**src/rtl/alu_arbiter_pkg.sv**
```systemverilog
// Shared widths, opcodes and FSM encodings for the ALU arbiter slice.
// Consumed by alu_arbiter and rr_pick2.
package alu_arbiter_pkg;

    localparam int DATA_WIDTH       = 32;
    localparam int ALU_OPRN_WIDTH   = 6;
    localparam int SETTLE_CNT_WIDTH = 4;

    localparam logic [ALU_OPRN_WIDTH-1:0] ALU_OPRN_ADD = 6'h01;
    localparam logic [ALU_OPRN_WIDTH-1:0] ALU_OPRN_SUB = 6'h02;
    localparam logic [ALU_OPRN_WIDTH-1:0] ALU_OPRN_MUL = 6'h03;
    localparam logic [ALU_OPRN_WIDTH-1:0] ALU_OPRN_SHR = 6'h04;
    localparam logic [ALU_OPRN_WIDTH-1:0] ALU_OPRN_SHL = 6'h05;
    localparam logic [ALU_OPRN_WIDTH-1:0] ALU_OPRN_AND = 6'h06;
    localparam logic [ALU_OPRN_WIDTH-1:0] ALU_OPRN_OR  = 6'h07;
    localparam logic [ALU_OPRN_WIDTH-1:0] ALU_OPRN_NOR = 6'h08;
    localparam logic [ALU_OPRN_WIDTH-1:0] ALU_OPRN_SLT = 6'h09;

    typedef enum logic [1:0] {
        ARB_ST_IDLE  = 2'd0,
        ARB_ST_DRIVE = 2'd1,
        ARB_ST_DONE  = 2'd2
    } arb_state_t;

    function automatic logic oprn_legal(input int unsigned oprn);
        return (oprn >= int'(ALU_OPRN_ADD)) && (oprn <= int'(ALU_OPRN_SLT));
    endfunction

endpackage

```
**src/rtl/alu_arbiter_rr_pick2.sv**
```systemverilog
// Combinational 2-way round-robin selector; a tie goes to the port
// that did not win last time.
module rr_pick2
    import alu_arbiter_pkg::*;
(
    input  logic i_req0,
    input  logic i_req1,
    input  logic i_last_grant,
    output logic o_grant_valid,
    output logic o_grant_idx
);

    logic w_both;

    assign w_both        = i_req0 & i_req1;
    assign o_grant_valid = i_req0 | i_req1;
    assign o_grant_idx   = w_both ? ~i_last_grant : i_req1;

endmodule

```
**src/rtl/alu_arbiter.sv**
```systemverilog
// Round-robin sharing of one combinational ALU between two requesters.
// Optional opcode screening at grant: ALU_ARB_OPRN_CHECK_EN.
module alu_arbiter
    import alu_arbiter_pkg::*;
#(
    parameter int DATA_WIDTH    = alu_arbiter_pkg::DATA_WIDTH,
    parameter int OPRN_WIDTH    = ALU_OPRN_WIDTH,
    parameter int SETTLE_CYCLES = 1
) (
    input  logic                  CLK,
    input  logic                  RST,
    input  logic                  req0,
    input  logic                  req1,
    input  logic [DATA_WIDTH-1:0] op1_0,
    input  logic [DATA_WIDTH-1:0] op2_0,
    input  logic [DATA_WIDTH-1:0] op1_1,
    input  logic [DATA_WIDTH-1:0] op2_1,
    input  logic [OPRN_WIDTH-1:0] oprn_0,
    input  logic [OPRN_WIDTH-1:0] oprn_1,
    output logic [DATA_WIDTH-1:0] alu_op1,
    output logic [DATA_WIDTH-1:0] alu_op2,
    output logic [OPRN_WIDTH-1:0] alu_oprn,
    input  logic [DATA_WIDTH-1:0] alu_result,
    output logic [DATA_WIDTH-1:0] result,
    output logic                  done0,
    output logic                  done1,
    output logic                  busy,
    output logic                  err
);

    localparam logic [SETTLE_CNT_WIDTH-1:0] LP_CNT_INIT =
        SETTLE_CNT_WIDTH'(SETTLE_CYCLES - 1);

    arb_state_t                  r_state;
    logic [SETTLE_CNT_WIDTH-1:0] r_cnt;
    logic                        r_owner;
    logic                        r_last_grant;
    logic [DATA_WIDTH-1:0]       r_alu_op1;
    logic [DATA_WIDTH-1:0]       r_alu_op2;
    logic [OPRN_WIDTH-1:0]       r_alu_oprn;
    logic [DATA_WIDTH-1:0]       r_result;
    logic                        r_done0;
    logic                        r_done1;
    logic                        r_busy;

    logic                        w_grant_valid;
    logic                        w_grant_idx;
    logic [DATA_WIDTH-1:0]       w_op1;
    logic [DATA_WIDTH-1:0]       w_op2;
    logic [OPRN_WIDTH-1:0]       w_oprn;
    logic                        w_oprn_ok;

    rr_pick2 u_pick (
        .i_req0       (req0),
        .i_req1       (req1),
        .i_last_grant (r_last_grant),
        .o_grant_valid(w_grant_valid),
        .o_grant_idx  (w_grant_idx)
    );

    assign w_op1  = w_grant_idx ? op1_1  : op1_0;
    assign w_op2  = w_grant_idx ? op2_1  : op2_0;
    assign w_oprn = w_grant_idx ? oprn_1 : oprn_0;

`ifdef ALU_ARB_OPRN_CHECK_EN
    logic r_err;

    assign w_oprn_ok = oprn_legal(32'(w_oprn));
    assign err       = r_err;

    always_ff @(posedge CLK) begin
        if (RST) begin
            r_err <= 1'b0;
        end else if (r_state == ARB_ST_IDLE && w_grant_valid) begin
            r_err <= ~w_oprn_ok;
        end
    end
`else
    assign w_oprn_ok = 1'b1;
    assign err       = 1'b0;
`endif

    always_ff @(posedge CLK) begin
        if (RST) begin
            r_state      <= ARB_ST_IDLE;
            r_cnt        <= '0;
            r_owner      <= 1'b0;
            r_last_grant <= 1'b1;
            r_alu_op1    <= '0;
            r_alu_op2    <= '0;
            r_alu_oprn   <= '0;
            r_result     <= '0;
            r_done0      <= 1'b0;
            r_done1      <= 1'b0;
            r_busy       <= 1'b0;
        end else begin
            unique case (r_state)
                ARB_ST_IDLE: begin
                    if (w_grant_valid) begin
                        r_owner      <= w_grant_idx;
                        r_last_grant <= w_grant_idx;
                        r_busy       <= 1'b1;
                        if (w_oprn_ok) begin
                            r_alu_op1  <= w_op1;
                            r_alu_op2  <= w_op2;
                            r_alu_oprn <= w_oprn;
                            r_cnt      <= LP_CNT_INIT;
                            r_state    <= ARB_ST_DRIVE;
                        end else begin
                            // Rejected opcode never reaches the ALU.
                            r_result <= '0;
                            r_done0  <= ~w_grant_idx;
                            r_done1  <= w_grant_idx;
                            r_state  <= ARB_ST_DONE;
                        end
                    end
                end
                ARB_ST_DRIVE: begin
                    if (r_cnt != '0) begin
                        r_cnt <= r_cnt - 1'b1;
                    end else begin
                        r_result <= alu_result;
                        r_done0  <= ~r_owner;
                        r_done1  <= r_owner;
                        r_state  <= ARB_ST_DONE;
                    end
                end
                ARB_ST_DONE: begin
                    r_done0 <= 1'b0;
                    r_done1 <= 1'b0;
                    r_busy  <= 1'b0;
                    r_state <= ARB_ST_IDLE;
                end
                default: begin
                    r_state <= ARB_ST_IDLE;
                end
            endcase
        end
    end

    assign alu_op1  = r_alu_op1;
    assign alu_op2  = r_alu_op2;
    assign alu_oprn = r_alu_oprn;
    assign result   = r_result;
    assign done0    = r_done0;
    assign done1    = r_done1;
    assign busy     = r_busy;

endmodule

```
**config.mk**
```make
export PLATFORM = sky130hd
export DESIGN_NAME = alu_arbiter
export DESIGN_NICKNAME = d
export VERILOG_FILES = /design/src/rtl/alu_arbiter_pkg.sv /design/src/rtl/alu_arbiter_rr_pick2.sv /design/src/rtl/alu_arbiter.sv
export SDC_FILE = /design/constraint.sdc
export NUM_CORES = 1
export LEC_CHECK = 0
export ABC_AREA = 1
export BUFFER_PORTS_ARGS = -buffer_cell sky130_fd_sc_hd__buf_2
export CAP_MARGIN = 5
export CORE_ASPECT_RATIO = 0.8
export CORE_MARGIN = 5
export CORE_UTILIZATION = 33
export CTS_CLUSTER_DIAMETER = 120
export DETAILED_ROUTE_END_ITERATION = 10
export GPL_ROUTABILITY_DRIVEN = 0
export GPL_TIMING_DRIVEN = 1
export PLACE_DENSITY = 0.7
export REMOVE_ABC_BUFFERS = 1
export SLEW_MARGIN = 20
export SYNTH_ARGS = -nofsm -noshare
export SYNTH_HDL_FRONTEND = slang
export SYNTH_SLANG_ARGS = --single-unit
```
**constraint.sdc**
```tcl
create_clock -name CLK -period 1.3 [get_ports CLK]
set_input_delay 0.065 -clock CLK [delete_from_list [all_inputs] [get_ports CLK]]
set_output_delay 0.065 -clock CLK [all_outputs]
set_load 0.01 [all_outputs]
```
# Word level (Yosys, flattened, before mapping)
# Index checks and enable logic that the tools add are counted.
[totals]
reg_bits = 113
output_inout_bits = 106
[op_classes]
n_addsub = 1
n_eq_ne = 5
muxes = 16
bitwise = 5
n_reduce_logical = 11
[op_table]
columns = ["op", "count"]
rows = [
  ["32-bit two-way mux", 2],
  ["2-bit AND reduction", 5],
  ["4-bit two-way mux", 2],
  ["4-bit one-hot mux with 2 select lines", 1],
  ["6-bit two-way mux", 1],
  ["1-bit one-hot mux with 2 select lines", 3],
  ["2-bit nonzero test", 3],
  ["1-bit two-way mux", 4],
  ["2-bit two-way mux", 2],
  ["2-bit inequality test (second input constant)", 2],
  ["2-bit one-hot mux with 2 select lines", 1],
  ["4-bit nonzero test", 1],
  ["4-bit by 1-bit subtractor with 4-bit output (second input constant)", 1],
  ["1-bit inverter", 3],
  ["3-bit AND reduction", 1],
  ["2-bit by 1-bit equality test with 1-bit output (second input constant)", 1],
  ["2-bit equality test (second input constant)", 1],
  ["2-bit logical NOT", 1],
  ["2-bit by 1-bit inequality test with 1-bit output (second input constant)", 1],
  ["1-bit AND", 1],
  ["1-bit bitwise OR", 1],
]

# Longest topological paths before layout
[depth]
ltp_word = 3
ltp_mapped = 9

# By module
# Synthesis repeated with hierarchy kept, for this count alone.
[unflattened]
hier_cells = 731
hier_area_um2 = 5014.8
[by_module_without_submodules]
columns = ["module", "instances", "cells_per_inst", "area_per_inst_um2", "seq_area_each_um2"]
rows = [
  ["alu_arbiter", 1, 728, 4999.8, 2262.2],
  ["rr_pick2", 1, 3, 15.0, 0.0],
]

# Worst setup path before layout
# No wires, ideal clock.
[synth_path]
path_type = "register to register"
from = "register r_cnt[0]"
to = "register r_result[10] (netlist: result[10])"
setup_time_ps = 116
arrival_time_ps = 1248
required_ps = 1184
slack_ps = -63
stages_incl_launch_ff = 9
path_cell_list = "dfxtp_1 -> inv_1 -> ha_1 -> nand2_1 -> nor2_4 -> clkinv_1 -> buf_6 -> nor2_1 -> nor2_1"
[synth_via]
elab_chain_cells = 3
[synth_rtl]
columns = ["item", "line", "rtl"]
rows = [
  ["from (decl)", "alu_arbiter.sv:35", "logic [SETTLE_CNT_WIDTH-1:0] r_cnt;"],
  ["from (signal assigned)", "alu_arbiter.sv:120", "r_cnt <= r_cnt - 1'b1;"],
  ["4-bit nonzero test", "alu_arbiter.sv:119", "if (r_cnt != '0) begin"],
  ["1-bit inverter (no source line)", "-", ""],
  ["2-bit AND reduction (no source line)", "-", ""],
  ["to (signal assigned)", "alu_arbiter.sv:122", "r_result <= alu_result;"],
  ["to (decl)", "alu_arbiter.sv:41", "logic [DATA_WIDTH-1:0] r_result;"],
]
# No other way between the ends.
# A chain may end at the register's enable or synchronous reset.

# Worst setup path in the final report
[layout_path]
from = "register r_cnt[0]"
to = "register r_result[30] (netlist: result[30])"
# Same word-level chain as after synthesis.

==> results.py <==
metrics = {
    "die": {
        "fp.coreArea_um2": 13600,
        "die_area_um2": 16400,
        "ioPinCount": 282,
        "dieWidth_um": 142,
        "rows": 38,
        "initial_utilization_pct": 33.8,
        "die_height_um": 116,
    },
    "sta": {
        "hold_viol_final": 2,
        "finalSetupViolCount": 2,
        "rsz0062_at_grt": "yes",
        "final.setup.worst_slack_ns": -0.0242,
        "slew_viol_final": 0,
        "whs_ns": -0.00168,
        "fmax_ghz": 0.755,
        "period_minus_slack_ns": 1.32,
        "finalCritPeriodShare_pct": 102,
        "skew_ns": 0.0106,
        "fin_tns_setup_ns": -0.0357,
    },
    "worst_setup_path": {
        "crit_path_max_fanout": 8,
        "critical_path.endpoint_type": "flop",
        "crit_path_start_kind": "flop",
        "reg2reg_depth": 8,
        "cp_data_arrival_time_ns": 1.66,
        "path_class": "reg -> reg",
        "cp.required_ns": 1.64,
    },
    "cts": {
        "clkTransAtPathRegs_ns": 0.06,
        "clk_path_buf_depth": 2,
        "clk_latency_ns": 0.41,
        "cts_tree": "done",
        "cts.htree.levels": 4,
        "clock-root-buffer": "clkbuf_16",
        "cts_sinks": 113,
        "numCtsBuffers": 17,
    },
    "yosys": {
        "synth.area.top_cells": "dfxtp_1 (49%), nor2_1 (14%), nand2_1 (9.8%), o21ai_0 (9.1%), o211ai_1 (6.2%)",
        "synth_area_per_cell_um2": 7.39,
        "ys_warn_count": 0,
        "ys_ff_latch": 113,
        "yosysTopAreaCellShare_pct": 49.2,
        "synth_area_um2": 4600,
        "postSynthCellCount": 622,
        "yosysSeqAreaShare_pct": 49.2,
        "yosysTopAreaCell": "dfxtp_1",
        "yosysUniqueCellTypes": 25,
    },
    "global_route": {
        "grt_overflow": 0,
        "antenna_found_initial": 1,
        "grt_max_degree": 59,
        "track_usage_pct": 22.1,
        "grt_pass1_vias": 5876,
        "grt_pass1_wl_um": 29100,
    },
    "worst_hold_path": {
        "hold_class": "in -> reg",
        "min_path_cells": 3,
    },
    "drt": {
        "vias": 6023,
        "drt_wl_total_um": 20300,
        "drtIter0Drc": 486,
        "postRouteAntennaNets": 0,
        "drt_pass1_iterations": 5,
        "vias_per_cell": 4.81,
        "drc": 0,
        "wl_per_cell_um": 16.2,
    },
    "place": {
        "dp.cells": 1060,
        "port_buffers": 280,
        "dpl.hpwl_um": 11000,
    },
    "layout": {
        "n_fill_cell": 1073,
        "multi_input_area_um2": 2290,
        "area_growth_pct": 91.3,
        "final_common_cell": "buf_2",
        "layout-drive-gt1-share_pct": 38.1,
        "instances_no_fill": 1252,
        "layout_common_cells": "buf_2 (280), dlygate4sd3_1 (151), nor2_1 (145)",
        "regArea_um2": 2270,
        "finalNetCount": 1236,
    },
    "power": {
        "clkPwrFrac_pct": 34.3,
        "p_sw_uw": 4560,
        "finalPower_uw": 13900,
        "p_seq_share_pct": 33.1,
        "power_density_nw_per_um2": 1590,
        "pwr-share-comb_pct": 32.6,
        "vdd_drop_max_uv": 883,
        "p_leak_uw": 0.00426,
        "p_int_uw": 9380,
        "p_sw_share_pct": 32.7,
    },
    "run_status": {
        "violations": "hold timing, setup timing",
        "status": "finished with violations",
    },
    "job": {
        "drv_cap": 0,
    },
}
==> power groups by stage <==
stage / Sequential, µW / Clock (µW) / Combinational, µW
6_report: 4620 / 4790 / 4540
5_1_grt: 4700 / 5040 / 4920
4_1_cts: 4540 / 4870 / 3820
3_5_place_dp: 4590 / 0 / 3450
3_3_place_gp: 4590 / 0 / 3420
2_1_floorplan: 4930 / 0 / 1350
==> kinds of logic after synthesis <==
logic type / Yosys count / share of synthesized area (%)
and+or+nand+nor: 305 / 25.9
AOI/OAI and AO/OA: 148 / 18.2
DFF: 113 / 49.2
buffers and inverters: 53 / 6.01
adders and majority gates: 2 / 0.544
other: 1 / 0.0816
==> worst paths after layout <==
path | from | to | slack, ns
max | r_cnt[0] | result[30] | -0.02
min | op2_1[28] | alu_op2[28] | -0.002
max reg2reg | r_cnt[0] | result[30] | -0.02
min reg2reg | alu_op2[9] | alu_op2[9] | 0.45
==> routing by layer <==
metal	routed length [µm]	global-route usage, %	vias to the layer above
met5	0	0	-
met4	578	8.95	0
met3	1320	6.19	49
met2	10600	39.5	287
met1	7870	24.9	2766
li1	-	-	2921
==> flip-flops by register name, indices dropped and copies added, names as in the netlist <==
signal        count
alu_op2          32
alu_op1          32
r_cnt             4
r_owner           1
busy              1
result           32
alu_oprn          6
done1             1
r_state           2
done0             1
r_last_grant      1
==> metrics by stage <==
step	worst slack (ns)	hold WS, ns	instance area, µm²	utilization (%)
after floorplan	-1.40	0.134	4350	-
after global placement	0.0109	0.275	6260	46.0
after detailed placement	-0.0485	0.285	6260	46.0
after CTS	-0.00257	0.000774	8380	61.7
after global routing	-0.0628	0.00853	8790	64.7
final	-0.0242	-0.00168	8790	64.7
==> worst max-delay path, stage by stage (launching register included) <==
cell     delay [ns]
dfxtp_2        0.32
inv_2          0.07
ha_4           0.14
nand2_4        0.06
nor2_4         0.17
buf_6          0.16
buf_12         0.15
o21ai_4        0.07
nor2_1         0.13
==> area by class of cell <==
class,instances,area share [%]
timing repair buffer,461,38.1
multi-input combinational,456,26.1
sequential,113,25.8
clock buffer,20,5.19
tap,180,2.56
clock inverter,12,1.81
inverter,9,0.441
antenna,1,0.0285
==> Yosys cell counts, drive strengths merged <==
cell / instances
buf: 35
a21oi: 6
clkbuf: 9
nand3: 5
conb: 1
inv: 8
nor2: 177
nand2: 121
clkinv: 1
o21ai: 103
ha: 2
nor3: 1
o211ai: 38
dfxtp: 113
o31ai: 1
or2: 1
==> timing repair <==
item / 4_1_cts / 5_1_grt
setup endpoints to repair: 33 / 105
pin swaps: 1 / 13
cloned: 0 / 7
buffers inserted: 0 / 1
hold buffers: 150 / 1
hold endpoints to repair: 107 / 1
gates resized for setup: 3 / 133
Note: power is estimated with default switching activity, not from simulation.
